<file path="src/rtl/multicycle_decoder_pkg.sv">
// ============================================================================
// Module      : multicycle_decoder_pkg
// Description : Shared types for the multi-cycle accumulator-CPU control unit:
//               opcode and state enums, ACC source select codes and the
//               branch condition evaluator.
// Revision    : 1.0 - initial release
// ============================================================================
`default_nettype none

package multicycle_decoder_pkg;

  // Base opcode map; every code above JMP is illegal
  typedef enum logic [4:0] {
    HLT  = 5'd0,
    LDI  = 5'd1,
    ADDI = 5'd2,
    SUBI = 5'd3,
    LD   = 5'd4,
    ADD  = 5'd5,
    SUB  = 5'd6,
    STO  = 5'd7,
    BEQ  = 5'd8,
    BNE  = 5'd9,
    BGT  = 5'd10,
    BGE  = 5'd11,
    BLT  = 5'd12,
    BLE  = 5'd13,
    JMP  = 5'd14
  } opcode_t;

  localparam logic [4:0] C_OP_LAST_LEGAL = 5'b01110;

  typedef enum logic [1:0] {
    FETCH   = 2'd0,
    DECODE  = 2'd1,
    EXECUTE = 2'd2,
    HALT    = 2'd3
  } state_t;

  localparam logic [1:0] SEL_A_ALU = 2'b00;
  localparam logic [1:0] SEL_A_MEM = 2'b01;
  localparam logic [1:0] SEL_A_IMM = 2'b10;

  // Branch condition from the Z/N flags; non-branch opcodes never take
  function automatic logic branch_taken(input opcode_t op, input logic z, input logic n);
    logic taken;
    taken = 1'b0;
    case (op)
      BEQ:     taken = z;
      BNE:     taken = !z;
      BGT:     taken = !z && !n;
      BGE:     taken = !n;
      BLT:     taken = n;
      BLE:     taken = z || n;
      JMP:     taken = 1'b1;
      default: taken = 1'b0;
    endcase
    return taken;
  endfunction

  // Opcodes that perform a data memory handshake in EXECUTE
  function automatic logic is_mem_op(input opcode_t op);
    return (op == LD) || (op == ADD) || (op == SUB) || (op == STO);
  endfunction

endpackage

`default_nettype wire

</file>
<file path="src/rtl/multicycle_decoder_mem_wait_timer.sv">
// ============================================================================
// Module      : mem_wait_timer
// Description : Wait-state counter shared by the instruction and data memory
//               ports. Counts cycles with a pending request and no ready,
//               clears on completion or when no request is pending, and flags
//               a timeout on the last permitted wait cycle.
//               TIMEOUT_CYCLES = 0 disables the timeout entirely.
// Revision    : 1.0 - initial release
// ============================================================================
`default_nettype none

module mem_wait_timer #(
  parameter int TIMEOUT_CYCLES = 16
) (
  input  logic clk,
  input  logic rst,
  input  logic i_req,
  input  logic i_ready,
  output logic o_timeout
);

  generate
    if (TIMEOUT_CYCLES > 0) begin : g_timer_en
      localparam int CW = (TIMEOUT_CYCLES > 1) ? $clog2(TIMEOUT_CYCLES) : 1;
      localparam logic [CW-1:0] C_LAST = CW'(TIMEOUT_CYCLES - 1);

      logic [CW-1:0] count_q;
      logic [CW-1:0] count_d;
      logic          w_waiting;

      // Count stalled request cycles; any non-stalled cycle restarts the count
      always_comb begin
        w_waiting = i_req && !i_ready;
        count_d   = '0;
        if (w_waiting) begin
          count_d = count_q + CW'(1);
        end
      end

      // Wait counter register
      always_ff @(posedge clk or posedge rst) begin
        if (rst) begin
          count_q <= '0;
        end else begin
          count_q <= count_d;
        end
      end

      assign o_timeout = w_waiting && (count_q == C_LAST);
    end else begin : g_timer_dis
      assign o_timeout = 1'b0;
    end
  endgenerate

endmodule

`default_nettype wire

</file>
<file path="src/rtl/multicycle_decoder.sv">
// ============================================================================
// Module      : multicycle_decoder
// Description : Multi-cycle control unit for the accumulator CPU. Sequences
//               FETCH/DECODE/EXECUTE/HALT, drives all datapath enables and
//               muxes, and handshakes with instruction and data memory under
//               a shared wait-state timeout.
//               Build option: DECODER_ILLEGAL_TRAP_EN - when defined, an
//               illegal opcode halts the core and sets illegal_out; otherwise
//               it executes as a NOP.
// Revision    : 1.0 - initial release
// ============================================================================
`default_nettype none

module multicycle_decoder
  import multicycle_decoder_pkg::*;
#(
  parameter int OPCODE_WIDTH   = 5,
  parameter int TIMEOUT_CYCLES = 16
) (
  input  logic                    clock_in,
  input  logic                    reset_in,
  input  logic [OPCODE_WIDTH-1:0] op_code,
  input  logic                    status_Z_in,
  input  logic                    status_N_in,
  input  logic                    imem_ready_in,
  input  logic                    dmem_ready_in,
  output logic                    imem_req_out,
  output logic                    dmem_req_out,
  output logic                    ir_wr_out,
  output logic                    acc_wr_out,
  output logic                    pc_wr_out,
  output logic                    status_wr_out,
  output logic                    data_memory_wr_out,
  output logic                    branch_out,
  output logic [1:0]              sel_A_out,
  output logic                    sel_B_out,
  output logic                    alu_op_out,
  output logic                    acc_reset_out,
  output logic                    pc_reset_out,
  output logic                    status_reset_out,
  output logic                    ir_reset_out,
  output logic                    halted_out,
  output logic                    bus_error_out,
  output logic                    illegal_out
);

  localparam logic [OPCODE_WIDTH-1:0] C_LAST_LEGAL = OPCODE_WIDTH'(C_OP_LAST_LEGAL);

  state_t  state_q;
  state_t  state_d;
  logic    bus_error_q;
  logic    bus_error_d;
  logic    w_legal;
  opcode_t w_op;
  logic    w_mem_req;
  logic    w_mem_ready;
  logic    w_timeout;

  // Upper opcode bits only matter for legality; the low five bits select the op
  assign w_legal = (op_code <= C_LAST_LEGAL);
  assign w_op    = opcode_t'(op_code[4:0]);

  // Datapath register resets follow the controller reset directly
  assign acc_reset_out    = reset_in;
  assign pc_reset_out     = reset_in;
  assign status_reset_out = reset_in;
  assign ir_reset_out     = reset_in;

  // One timer serves both ports: at most one request is active at a time
  assign w_mem_req   = imem_req_out || dmem_req_out;
  assign w_mem_ready = imem_req_out ? imem_ready_in : dmem_ready_in;

  mem_wait_timer #(
    .TIMEOUT_CYCLES (TIMEOUT_CYCLES)
  ) u_mem_wait_timer (
    .clk       (clock_in),
    .rst       (reset_in),
    .i_req     (w_mem_req),
    .i_ready   (w_mem_ready),
    .o_timeout (w_timeout)
  );

  // State register
  always_ff @(posedge clock_in or posedge reset_in) begin
    if (reset_in) begin
      state_q <= FETCH;
    end else begin
      state_q <= state_d;
    end
  end

  // Next-state logic; a ready that arrives in the timeout cycle still completes
  always_comb begin
    state_d = state_q;
    case (state_q)
      FETCH: begin
        if (imem_ready_in) begin
          state_d = DECODE;
        end else if (w_timeout) begin
          state_d = HALT;
        end
      end
      DECODE: begin
        if (!w_legal) begin
`ifdef DECODER_ILLEGAL_TRAP_EN
          state_d = HALT;
`else
          state_d = EXECUTE;
`endif
        end else if (w_op == HLT) begin
          state_d = HALT;
        end else begin
          state_d = EXECUTE;
        end
      end
      EXECUTE: begin
        if (w_legal && is_mem_op(w_op)) begin
          if (dmem_ready_in) begin
            state_d = FETCH;
          end else if (w_timeout) begin
            state_d = HALT;
          end
        end else begin
          state_d = FETCH;
        end
      end
      default: state_d = HALT;
    endcase
  end

  // Output decode; everything is forced inactive while reset is asserted
  always_comb begin
    imem_req_out       = 1'b0;
    dmem_req_out       = 1'b0;
    ir_wr_out          = 1'b0;
    acc_wr_out         = 1'b0;
    pc_wr_out          = 1'b0;
    status_wr_out      = 1'b0;
    data_memory_wr_out = 1'b0;
    branch_out         = 1'b0;
    sel_A_out          = SEL_A_ALU;
    sel_B_out          = 1'b0;
    alu_op_out         = 1'b0;
    if (!reset_in) begin
      case (state_q)
        FETCH: begin
          imem_req_out = 1'b1;
          ir_wr_out    = imem_ready_in;
        end
        EXECUTE: begin
          if (!w_legal) begin
            // Illegal opcode treated as NOP: just advance the PC
            pc_wr_out = 1'b1;
          end else begin
            case (w_op)
              LDI: begin
                sel_A_out  = SEL_A_IMM;
                acc_wr_out = 1'b1;
                pc_wr_out  = 1'b1;
              end
              ADDI, SUBI: begin
                sel_B_out     = 1'b1;
                alu_op_out    = (w_op == SUBI);
                sel_A_out     = SEL_A_ALU;
                acc_wr_out    = 1'b1;
                status_wr_out = 1'b1;
                pc_wr_out     = 1'b1;
              end
              LD, ADD, SUB, STO: begin
                dmem_req_out = 1'b1;
                if (dmem_ready_in) begin
                  pc_wr_out = 1'b1;
                  case (w_op)
                    LD: begin
                      sel_A_out  = SEL_A_MEM;
                      acc_wr_out = 1'b1;
                    end
                    ADD, SUB: begin
                      sel_B_out     = 1'b0;
                      alu_op_out    = (w_op == SUB);
                      sel_A_out     = SEL_A_ALU;
                      acc_wr_out    = 1'b1;
                      status_wr_out = 1'b1;
                    end
                    default: data_memory_wr_out = 1'b1;
                  endcase
                end
              end
              default: begin
                pc_wr_out  = 1'b1;
                branch_out = branch_taken(w_op, status_Z_in, status_N_in);
              end
            endcase
          end
        end
        default: ;
      endcase
    end
  end

  assign halted_out = (state_q == HALT);

  // Bus error is sticky until reset
  always_comb begin
    bus_error_d = bus_error_q || w_timeout;
  end

  // Bus error register
  always_ff @(posedge clock_in or posedge reset_in) begin
    if (reset_in) begin
      bus_error_q <= 1'b0;
    end else begin
      bus_error_q <= bus_error_d;
    end
  end

  assign bus_error_out = bus_error_q;

`ifdef DECODER_ILLEGAL_TRAP_EN
  logic illegal_q;
  logic illegal_d;

  // Illegal flag latches on the decode of an out-of-range opcode
  always_comb begin
    illegal_d = illegal_q || ((state_q == DECODE) && !w_legal);
  end

  // Illegal flag register
  always_ff @(posedge clock_in or posedge reset_in) begin
    if (reset_in) begin
      illegal_q <= 1'b0;
    end else begin
      illegal_q <= illegal_d;
    end
  end

  assign illegal_out = illegal_q;
`else
  assign illegal_out = 1'b0;
`endif

endmodule

`default_nettype wire

</file>
<file path="config.mk">
export PLATFORM = sky130hd
export DESIGN_NAME = multicycle_decoder
export DESIGN_NICKNAME = d
export VERILOG_FILES = /design/src/rtl/multicycle_decoder_pkg.sv /design/src/rtl/multicycle_decoder_mem_wait_timer.sv /design/src/rtl/multicycle_decoder.sv
export SDC_FILE = /design/constraint.sdc
export NUM_CORES = 1
export LEC_CHECK = 0
export CAP_MARGIN = 30
export CORE_MARGIN = 2
export CORE_UTILIZATION = 30
export DETAILED_ROUTE_END_ITERATION = 12
export GPL_ROUTABILITY_DRIVEN = 0
export REMOVE_ABC_BUFFERS = 1
export SLEW_MARGIN = 20
export SYNTH_ARGS = -nofsm -noshare
export SYNTH_HDL_FRONTEND = slang
export SYNTH_HIERARCHICAL = 1
export SYNTH_SLANG_ARGS = --single-unit
</file>
<file path="constraint.sdc">
create_clock -name clock_in -period 2.1 [get_ports clock_in]
set_input_delay 0.63 -clock clock_in [delete_from_list [all_inputs] [get_ports clock_in]]
set_output_delay 0.63 -clock clock_in [all_outputs]
set_load 0.005 [all_outputs]
</file>
# Word level (Yosys, flattened, before mapping)

Cells that the tools add are included.

Register bits after elaboration: 7
Latch bits: 0
Memory bits (writable): 0
Bits in read-only memories: 0
Input port bits: 11
Output and inout port bits: 19
Logic and storage cells: 105
Memories kept: 0

$add $sub $neg: 1
Multipliers: 0
Divide/modulo/power cells: 0
$lt $le $gt $ge: 1
Eq/ne operators: 18
Shifts and indexed selects: 0
Multiplexer cells: 61
Bitwise logic cells: 0
Reduce and logical (&&, ||, !) cells: 21

Operators by type and width:

| cell                                                 | count |
|---|---|
| 2-to-1 mux 1 bit                                     | 47 |
| equality test 5 x 4 -> 1 bit (second input constant) | 7 |
| equality test 5 x 3 -> 1 bit (second input constant) | 4 |
| 2-to-1 mux 2 bit                                     | 7 |
| equality test 5 x 2 -> 1 bit (second input constant) | 2 |
| case mux 1 bit (7 select lines)                      | 1 |
| OR reduction 7 bit                                   | 1 |
| logical OR 1 bit                                     | 6 |
| case mux 1 bit (2 select lines)                      | 3 |
| case mux 2 bit (3 select lines)                      | 1 |
| OR reduction 3 bit                                   | 2 |
| equality test 5 x 1 -> 1 bit (second input constant) | 1 |
| <= comparator 5 x 4 -> 1 bit (second input constant) | 1 |
| zero test 5 bit                                      | 1 |
| adder 4 x 1 -> 4 bit (second input constant)         | 1 |
| equality test 2 bit (second input constant)          | 2 |
| equality test 4 bit (second input constant)          | 1 |
| logical AND 1 bit                                    | 4 |
| 2-to-1 mux 4 bit                                     | 1 |
| case mux 2 bit (2 select lines)                      | 1 |
| OR reduction 2 bit                                   | 2 |
| OR reduction 4 bit                                   | 1 |
| zero test 1 bit                                      | 3 |
| equality test 2 x 1 -> 1 bit (second input constant) | 1 |
| zero test 2 bit                                      | 1 |

# Depth between registers and ports, before layout

Gate-level depths: netlist of run 1.

Word-level depth: 13
Gate-level depth with buffers: 8
Gate-level depth less buffers: 8

# By module

Netlist of run 1, hierarchy kept.

Modules (own cells, without submodules):

| module             | times used | cells an instance | area an instance (sq um) | sequential area each (sq um) |
|---|---|---|---|---|
| multicycle_decoder | 1          | 61                | 457.9                    | 75.1 |
| mem_wait_timer     | 1          | 18                | 187.7                    | 100.1 |

# Worst setup path after synthesis of run 1

Ideal clock, no wire load.

Path kind: input-to-reg
Start: in reset_in
End: reg state_q[1]
Setup time: 0.065 ns
Arrival time: 2.046 ns
Required time: 2.035 ns
Setup slack: -0.011 ns
Cell stages on the path: 6
Path buffers: 0
Path through: nor3_1 mux2_2 or2b_1 nor2_1 nor3b_1 a211o_1

Cells in the longest elaborated chain, start to end: 9
Elaborated cells on any way between the ends: 12
Classes of those cells: 8 x mux; 4 x reduce/logical

Ends and longest elaborated chain:

| item                                | line                                    | text |
|---|---|---|
| from (decl)                         | multicycle_decoder.sv:21                | `input logic reset_in,` |
| 2-to-1 mux 1 bit (*)                | multicycle_decoder.sv:144               | `if (!reset_in) begin` |
| 2-to-1 mux 1 bit (*)                | multicycle_decoder.sv:71                | `assign w_mem_ready = imem_req_out ? imem_ready_in : dmem_ready_in;` |
| via w_mem_ready                     | multicycle_decoder.sv:56                | `logic w_mem_ready;` |
| zero test 1 bit (*)                 | multicycle_decoder_mem_wait_timer.sv:33 | `w_waiting = i_req && !i_ready;` |
| logical AND 1 bit (*)               | multicycle_decoder_mem_wait_timer.sv:33 |  |
| logical AND 1 bit (*)               | multicycle_decoder_mem_wait_timer.sv:49 | `assign o_timeout = w_waiting && (count_q == C_LAST);` |
| via w_timeout                       | multicycle_decoder.sv:57                | `logic w_timeout;` |
| 2-to-1 mux 2 bit (*)                | n/a                                     |  |
| 2-to-1 mux 2 bit (2 in a row)       | n/a                                     |  |
| case mux 2 bit (3 select lines) (*) | n/a                                     |  |
| via state_d[1]                      | multicycle_decoder.sv:50                | `state_t state_d;` |
| to (signal assigned)                | multicycle_decoder.sv:88                | `state_q <= state_d;` |
| to (decl)                           | multicycle_decoder.sv:49                | `state_t state_q;` |

The timed path passes the listed nets; every way through them passes the cells marked *.

# Worst setup path in the final report of run 1

Start: in op_code[4]
End: out branch_out

Cells in the longest elaborated chain, start to end: 6
Elaborated cells on any way between the ends: 21
Classes of those cells: 1 x order compare; 14 x eq/ne; 5 x mux; 1 x reduce/logical

Ends and longest elaborated chain:

| item                                                                  | line                         | text |
|---|---|---|
| from (decl)                                                           | multicycle_decoder.sv:22     | `input logic [OPCODE_WIDTH-1:0] op_code,` |
| equality test 5 x 4 -> 1 bit (tied with other cells)                  | multicycle_decoder_pkg.sv:48 | `case (op)` |
| case mux 1 bit (7 select lines) or OR reduction 7 bit (tied branches) | n/a                          |  |
| 2-to-1 mux 1 bit                                                      | multicycle_decoder.sv:155    | `case (w_op)` |
| 2-to-1 mux 1 bit (*)                                                  | multicycle_decoder.sv:151    | `if (!w_legal) begin` |
| 2-to-1 mux 1 bit (*)                                                  | multicycle_decoder.sv:145    | `case (state_q)` |
| 2-to-1 mux 1 bit (*)                                                  | multicycle_decoder.sv:144    |  |
| to (decl)                                                             | multicycle_decoder.sv:34     | `output logic branch_out,` |

Every way passes the cells marked *; elsewhere a longest branch is shown, timed or not.

==> results of run 1 <==
-- flip-flops by register name, summed over array words and instances, names as in the netlist --
name,count
bus_error_out,1
state_q,2
u_mem_wait_timer/g_timer_en.count_q,4
-- cells in the final DEF (no fill, tap or decap), types with 3 or more instances in the layout --
| master | instances |
|---|---|
| buf_2 | 13 |
| buf_4 | 31 |
| buf_6 | 5 |
| buf_8 | 3 |
| clkbuf_4 | 3 |
| clkdlybuf4s50_1 | 5 |
| dfrtp_1 | 6 |
| dlygate4sd2_1 | 3 |
| inv_1 | 6 |
| nand2_1 | 5 |
| nor2_1 | 4 |
| nor2_4 | 3 |
-- metrics by stage --
stage | hold WS (ps) | power (mW) | setup WS (ps)
floorplan | 384 | 0.322 | -11.4
global placement | 443 | 0.507 | -887
detailed placement | 453 | 0.512 | -954
CTS | 412 | 0.683 | -177
global route | 419 | 0.752 | -232
finish | 410 | 0.703 | -172
-- metal layers --
metal	vias to the layer above	GRT usage [%]	wire length [um]
met5	-	0	0
met4	0	7.21	61
li1	389	-	-
met2	39	30.3	999
met1	364	17.7	848
met3	6	1.19	118
-- cells in the mapped netlist, drive strengths merged (2+ instances only) --
library cell / instances
a211oi: 2
nand3: 2
nor2: 8
nor4b: 3
inv: 6
buf: 8
and2: 2
nand3b: 2
nand2: 5
a211o: 2
nor3: 5
dfrtp: 7
nor2b: 2
nand2b: 4
a31oi: 2
-- logic make-up after synthesis --
| kind of cell | count (synthesis) | share of synthesized area (%) |
|---|---|---|
| buf+inv | 14 | 12.6 |
| compound gates | 13 | 15.5 |
| fa+ha+maj | 1 | 1.94 |
| flops | 7 | 27.1 |
| other cells | 1 | 0.581 |
| xor+xnor | 1 | 1.36 |
| mux | 2 | 3.29 |
| simple gates | 40 | 37.6 |
-- tightest hold or removal path, cell delays in order --
cell and delay, ps:
buf_8 100, buf_4 160, inv_1 110
-- final timing paths --
check | endpoint | slack, ps
max in group asynchronous | u_mem_wait_timer/g_timer_en.count_q[2] | 1510
max | branch_out | -170
min | state_q[0] | 410
min reg2reg | u_mem_wait_timer/g_timer_en.count_q[0] | 480
max reg2reg | state_q[1] | -20
min in group clock_in | u_mem_wait_timer/g_timer_en.count_q[0] | 480
-- what timing repair did --
| action | 4_1_cts | 5_1_grt |
|---|---|---|
| setup endpoints to repair | 23 | 16 |
| gates resized for setup | 98 | 19 |
| setup buffers | 11 | 3 |
| hold buffers | 0 | 0 |
| pin swaps | 15 | 5 |
-- layout make-up --
class,instances,area share (%)
clock buffers,4,2.08
inverters,6,1.78
multi-input cells,58,39.7
flip-flops and latches,7,13.9
well taps,27,2.67
repair buffers,63,39.9
-- report_power, final --
part           internal [mW]  leakage (nW)  switching (mW)
Clock                 0.0724        0.0150          0.0486
Sequential             0.163        0.0911          0.0421
Combinational          0.229         0.528           0.148
Total                  0.464         0.634           0.239
==> metrics, run 1 <==
status finished with violations; failing checks setup timing; Syn Area/Cell around 8.2 um2; CP max-delay cell nor4b_4; Post-synth EDFFs 0; Chip Height approximately 50 um; critical path type in -> out; DR vias ~800; PnR worst setup slack -172 ps; Synth Flop Type dfrtp_1; Post-DP Area between 1000 and 1500 um2; nets 151; antenna violations before repair 0; clk_lat worst skew 250 ps; # fillers 180; Area growth, synth to finish 95.9%; Final Hold Viols 0; worst vdd ir 0.381 mV; YS warnings 6; area taken by flip-flops and latches ~180 um2; RSZ-0062 raised after global routing true; critical path depth in cells 7; Row Count 16; I/O Buffers 28; First-pass DRT Iterations 4; Die X approximately 50 um; Max Slew Vio Count 0; clock slew seen by the registers of the worst setup and hold paths about 60 ps; setup TNS -1260 ps; Post-Syn Instances 79; Hold WC Path Type in -> async; die area ~2500 um2; Antenna diodes 0; worst-path fanout max 3; synthesized flop and latch total 7; Required @ worst endpoint approximately 1500 ps; design area about 1300 um2; cell count after placement ~150; Unique masters post-synth 38; Cell Chain, Critical Path buf_8, nor4b_4, buf_4, buf_4, nand2_1, a31oi_1, buf_2; Routed WL approximately 2000 um; Cell Count, Final, Fillers Out 165; CTS tree yes; most repeated library cell on the critical path buf_4; remaining antenna violation count 0; Remaining DRCs 0; Crit path largest cell delay between 200 and 300 ps; critical path buffer and inverter count 4; root buf cell clkbuf_4; Layout Skew between 9 and 10 ps; Seq/Total Area, Yosys a little over a quarter; crit path launch op_code[4]; top cell type's share of synthesized area ~27%; detailed placement HPWL approximately 1400 um; Worst setup SP type primary input; Max clock buf depth 2; global-route wire length before repair 3170 um; layout cells sized above 1 between 50% and 60%; Pleak between 0.6 and 0.7 nW; cell type group with the largest total delay on the critical path buffers and inverters; worst path arrival time roughly 1600 ps; CP endpoint kind output pin; Starting Density between 30% and 40%; CTS Buf Count 3; top cells by area, synth dfrtp_1 27%, buf_4 5.8%, nor2_1 4.7%, nand2b_1 3.9%, nor3_1 3.9%; vias in the first global route around 790; clock sinks 7; Final Util a little over three fifths; largest net degree at the start of global routing 9; DR vias/cell around 4.8; fmax around 440 MHz; drt wl/cell approximately 12 um; Min Clock Period, post-route about 2300 ps; total of max-cap violations 0; Pwr Density roughly 560 nW/um2; ys async rst share 100%; Setup-failing EPs final 11; Ports 30; Global Route Usage Sum 15.9%; H-tree levels 1; top cell type by total area after synthesis dfrtp_1; core area approximately 2000 um2; multi-input combinational cell area approximately 500 um2; r2r worst-path depth 10; worst reg2reg startpoint state_q[0]; DRT iter0 DRCs 5; global route overflow 0; Mapped Area ~650 um2; Final period util 108%
No activity file was read; power rests on OpenSTA's default activity.
==> run 2, diff against run 1 <==
--- a/config.mk
+++ b/config.mk
@@ -10,6 +10,7 @@
 export CORE_UTILIZATION = 30
 export DETAILED_ROUTE_END_ITERATION = 12
 export GPL_ROUTABILITY_DRIVEN = 0
+export MAX_ROUTING_LAYER = met4
 export REMOVE_ABC_BUFFERS = 1
 export SLEW_MARGIN = 20
 export SYNTH_ARGS = -nofsm -noshare
==> run 2 against run 1 <==
Effect of this change: the run still ends with setup timing left; global-route usage is 0.43 points higher; clock power hardly changed; clock skew stayed put; critical path depth stayed put; setup slack stayed put.
==> metrics, run 2 (synthesis results as in run 1) <==
clock sinks 7 (unchanged); status finished with violations; RSZ-0062 raised after global routing true; # fillers 180 (unchanged); Chip Height 50.4 um (unchanged); Final period util 108% (unchanged); failing checks setup timing; largest net degree at the start of global routing 9 (unchanged); Final Hold Viols 0 (unchanged); Seq pwr share 29.1% (about the same); CTS tree yes; antenna violations before repair 0 (unchanged); area taken by flip-flops and latches 176 um2 (unchanged); detailed placement HPWL 1410 um (unchanged); Clock power frac 17.2% (about the same); nets 151 (unchanged); Min Clock Period, post-route 2270 ps (unchanged); critical path buffer and inverter count 4 (unchanged); DR vias/cell 4.84 (+0.13%); worst-path fanout max 3 (unchanged); hold_buf cts 0 (unchanged); core area 2000 um2 (unchanged); internal power 0.464 mW (about the same); die area 2540 um2 (unchanged); multi-input combinational cell area 502 um2 (unchanged); Biggest register u_mem_wait_timer/g_timer_en.count_q; layout cells sized above 1 57.2% (unchanged); Area growth, synth to finish 95.9% (unchanged); max reg flops 4 (unchanged); root buf cell clkbuf_4; CP endpoint kind output pin; Cell Chain, Critical Path buf_8, nor4b_4, buf_4, buf_4, nand2_1, a31oi_1, buf_2; Remaining DRCs 0 (unchanged); Ports 30 (unchanged); DRT iter0 DRCs 6 (+1); critical path type in -> out; global route overflow 0 (unchanged); commonest non-fill, non-tap cell in the layout buf_4; CP max-delay cell nor4b_4; cell type group with the largest total delay on the critical path buffers and inverters; worst path arrival time 1640 ps (about the same); Comb pwr share 53.6% (about the same); H-tree levels 1 (unchanged); Max Slew Vio Count 0 (unchanged); Starting Density 32.2% (unchanged); Place WS -954 ps (unchanged); remaining antenna violation count 0 (unchanged); drt wl/cell 12.3 um (about the same); Hold WC Path Type in -> async; Min Hold Slack 409 ps (-0.993 ps); CTS Buf Count 3 (unchanged); Pleak 0.634 nW (unchanged); fmax 440 MHz (unchanged); Antenna diodes 0 (unchanged); Psw 0.238 mW (about the same); Pwr Density 555 nW/um2 (about the same); clock slew seen by the registers of the worst setup and hold paths 60 ps (about the same); Setup-failing EPs final 11 (unchanged); most frequent cells in the layout 31 x buf_4, 13 x buf_2, 6 x inv_1, 6 x dfrtp_1; Routed WL 2020 um (about the same); PnR worst setup slack -172 ps (unchanged); I/O Buffers 28 (unchanged); First-pass DRT Iterations 4 (unchanged); most repeated library cell on the critical path buf_4; Die X 50.4 um (unchanged); Row Count 16 (unchanged); Required @ worst endpoint 1470 ps (about the same); clk_lat worst skew 250 ps (about the same); Worst setup SP type primary input; vias in the first global route 790 (+0.38%); DR vias 799 (+0.13%); Layout Skew 9.25 ps (unchanged); crit path launch op_code[4]; global-route wire length before repair 3170 um (unchanged); Max clock buf depth 2 (unchanged); Crit path largest cell delay 280 ps (about the same); total of max-cap violations 0 (unchanged); worst reg2reg startpoint state_q[0]; switching portion of total power 33.9% (about the same); worst vdd ir 0.379 mV (-0.38%); Global Route Usage Sum 16.3% (+0.43 points)
-- run 2: cell counts in the layout (fill, tap and decap cells not counted) --
No cell type changed its count.
-- run 2: per-stage QoR --
step	instances	util, %	setup TNS [ps]	cell area [um2]	power (mW)
after floorplan	71	-	-21.4	587	0.322
after global placement	149	53.6	-15330	1070	0.507
after detailed placement	149	53.6	-15580	1070	0.512
after CTS	162	59.4	-1040	1190	0.683
after global routing	165	63.2	-2050	1260	0.752
final	165	63.2	-1260	1260	0.703
-- run 2: routing by layer --
metal  wire length [um]  share of wire (%)  GRT usage (%)  vias to the layer above
met5                  0                  0              -                        -
met4                 61                3.0           7.21                        0
met3                112                5.5           1.19                        6
met2               1000                 49           30.3                       39
met1                851                 42           17.7                      365
li1                   -                  -              -                      389
-- run 2: final timing paths --
| check | cells after the start | endpoint | slack [ps] |
|---|---|---|---|
| setup / recovery | 7 | branch_out | -170 |
| hold / removal | 3 | state_q[0] | 410 |
| setup reg to reg | 10 | state_q[1] | -20 |
| hold reg to reg | 1 | u_mem_wait_timer/g_timer_en.count_q[0] | 480 |
| max in group asynchronous | 3 | u_mem_wait_timer/g_timer_en.count_q[2] | 1510 |
| min in group clock_in | 1 | u_mem_wait_timer/g_timer_en.count_q[0] | 480 |
-- run 2: repair_timing --
action                                  in CTS  in global routing
gates resized for setup                     98                 19
cloned                                       0                  0
setup buffers                               11                  3
endpoints found under the setup margin      23                 16
pin swaps                                   15                  5
-- run 2: tightest hold or removal path: cells and delay by family --
kind / cells / cell delay (ps)
buffers and inverters: 3 / 370
-- run 2: area by class of cell --
class	count	share of cell area, %
sequential	7	13.9
multi-input combinational	58	39.7
clock buffer	4	2.08
timing repair buffer	63	39.9
tap	27	2.67
inverter	6	1.78
-- run 2: power groups by stage --
stage / clock (mW) / sequential, mW / combinational [mW]
2_1_floorplan: 0 / 0.196 / 0.127
3_3_place_gp: 0 / 0.195 / 0.312
3_5_place_dp: 0 / 0.196 / 0.316
4_1_cts: 0.124 / 0.205 / 0.354
5_1_grt: 0.133 / 0.210 / 0.409
6_report: 0.121 / 0.205 / 0.377
==> run 3, diff against run 2 <==
--- a/config.mk
+++ b/config.mk
@@ -5,11 +5,13 @@
 export SDC_FILE = /design/constraint.sdc
 export NUM_CORES = 1
 export LEC_CHECK = 0
+export ABC_CLOCK_PERIOD_IN_PS = 2100
 export CAP_MARGIN = 30
 export CORE_MARGIN = 2
 export CORE_UTILIZATION = 30
 export DETAILED_ROUTE_END_ITERATION = 12
 export GPL_ROUTABILITY_DRIVEN = 0
+export GPL_TIMING_DRIVEN = 0
 export MAX_ROUTING_LAYER = met4
 export REMOVE_ABC_BUFFERS = 1
 export SLEW_MARGIN = 20
==> run 3 against run 2 <==
Effect of this change: the flow still finishes with violations (setup timing); setup slack improved by 38 ps; non-clock buffer count fell by 18; critical path type unchanged; clock power barely moved; via count fell by 9.4%; total power rose by 4.0%; count of clock-buffer cells in the layout did not move; sequential share of layout area rose by 0.86 points; maximum frequency rose by 1.7%; cell area fell by 5.1%; highest routed layer unchanged.
==> metrics, run 3 (synthesis results as in run 1) <==
Final Hold Viols 0 (unchanged); root buf cell clkbuf_4; DRT iter0 DRCs 6 (unchanged); clock sinks 7 (unchanged); Ports 30 (unchanged); Die X 50.4 um (unchanged); worst reg2reg endpoint state_q[1]; Worst R2R Setup Slack 40 ps (+60 ps); die area 2540 um2 (unchanged); Place WS -1060 ps (-109 ps); CP max-delay cell nor4b_4; Setup-failing EPs final 8 (-3); Hold Crit Start u_mem_wait_timer/g_timer_en.count_q[0]; Global Route Usage Sum 15.5% (-0.81 points); Starting Density 32.2% (unchanged); Worst setup SP type primary input; drt wl/cell 13.0 um (+6.0%); Biggest register u_mem_wait_timer/g_timer_en.count_q; Required @ worst endpoint 1470 ps (about the same); PnR worst setup slack -134 ps (+37.8 ps); clk_lat worst skew 240 ps (about the same); critical path type in -> out; Pleak 0.583 nW (-8.2%); First-pass DRT Iterations 6 (+2); commonest non-fill, non-tap cell in the layout buf_4; layout cells sized above 1 54.2% (-3.1 points); Chip Height 50.4 um (unchanged); worst vdd ir 0.348 mV (-8.2%); failing checks setup timing; Crit path largest cell delay 280 ps (about the same); global-route wire length before repair 3000 um (-5.5%); Min Clock Period, post-route 2230 ps (-37.8 ps); CP endpoint kind output pin; H-tree levels 1 (unchanged); internal power 0.484 mW (+4.2%); worst reg2reg startpoint state_q[0]; setup TNS -762 ps (+502 ps); I/O Buffers 28 (unchanged); largest net degree at the start of global routing 12 (+3); status finished with violations; cell type group with the largest total delay on the critical path buffers and inverters; Cell Chain, Critical Path buf_12, nor4b_4, buf_4, nand2b_4, buf_6, a21oi_2, buf_2; Pwr Density 609 nW/um2 (+9.6%); area taken by flip-flops and latches 178 um2 (+0.71%); detailed placement HPWL 1150 um (-18%); hold path endpoint u_mem_wait_timer/g_timer_en.count_q[0]; Layout Skew 2.39 ps (-6.86 ps); r2r worst-path depth 9 (-1); CTS tree yes; multi-input combinational cell area 534 um2 (+6.5%); Clock power frac 16.3% (-0.9 points); Remaining DRCs 0 (unchanged); antenna violations before repair 0 (unchanged); DR vias 724 (-9.4%); worst path arrival time 1600 ps (-40 ps); core area 2000 um2 (unchanged); fmax 448 MHz (+1.7%); critical path buffer and inverter count 4 (unchanged); Pwr Total 0.730 mW (+4.0%); hold path cells 1; clock slew seen by the registers of the worst setup and hold paths 50 ps (about the same); Post-DP Area 901 um2 (-16%); Routed WL 1910 um (-5.5%); most frequent cells in the layout 14 x buf_4, 12 x buf_2, 6 x inv_1; Min Hold Slack 450 ps (+41.0 ps); Cell Count, Final, Fillers Out 147 (-11%); nets 133 (-12%); CTS Buf Count 3 (unchanged); vias in the first global route 694 (-12%); Antenna diodes 0 (unchanged); Max clock buf depth 2 (unchanged); # fillers 184 (+2.2%); Hold WC Path Type reg -> reg; max reg flops 4 (unchanged); Comb pwr share 55.3% (+1.7 points); switching portion of total power 33.8% (-0.14 points); DR vias/cell 4.93 (+1.7%); Max Slew Vio Count 0 (unchanged); Final Util 59.9% (-3.2 points); remaining antenna violation count 0 (unchanged); Final period util 106% (-1.8 points); design area 1200 um2 (-5.1%); Row Count 16 (unchanged); Area growth, synth to finish 85.9%; global route overflow 0 (unchanged); Psw 0.247 mW (+3.5%); RSZ-0062 raised after global routing true; total of max-cap violations 0 (unchanged); hold_buf cts 0 (unchanged); Seq pwr share 28.4% (-0.7 points); worst-path fanout max 5 (+2); cell count after placement 126 (-15%)
## run 3: cell type report
class,instances,share of cell area (%)
tap,27,2.82
multi-input combinational,58,44.5
sequential,7,14.8
inverter,6,1.88
timing repair buffer,45,33.8
clock buffer,4,2.19
## run 3: worst reg2reg max path: stages (launching register included)
cell	delay, ps
dfrtp_2	430
nor4b_4	310
buf_4	180
nand2b_4	80
buf_6	140
o21bai_4	130
or2b_4	300
nor2_4	130
nor3b_2	180
a211o_1	110
## run 3: what timing repair did
item,CTS,global route
buffers inserted,11,6
setup endpoints to repair,23,16
resized for setup,112,21
pin swaps,11,12
## run 3: worst max path at each step
stage                     slack [ps]     start  depth (start not counted)                  to
final                           -130  reset_in                          7       status_wr_out
after global routing            -180  reset_in                          7       status_wr_out
after detailed placement       -1060  reset_in                          5        sel_A_out[0]
after global placement         -1070  reset_in                          5          acc_wr_out
after floorplan                  -10  reset_in                          6          state_q[1]
after CTS                       -260  reset_in                          6  data_memory_wr_out
## run 3: routing by layer
layer | vias up | wire length [um] | track usage (%) | share of wire [%]
met5 | - | 0 | - | 0
met4 | 0 | 19 | 6.31 | 0.99
met3 | 2 | 112 | 2.68 | 5.9
met2 | 31 | 917 | 25.7 | 48
met1 | 335 | 862 | 18.6 | 45
li1 | 356 | - | - | -
## run 3: power groups by stage
| stage | registers (mW) | logic, mW | clock network [mW] |
|---|---|---|---|
| after floorplan | 0.196 | 0.127 | 0 |
| after global placement | 0.206 | 0.236 | 0 |
| after detailed placement | 0.205 | 0.237 | 0 |
| after CTS | 0.219 | 0.295 | 0.125 |
| after global routing | 0.211 | 0.433 | 0.133 |
| final | 0.207 | 0.404 | 0.119 |
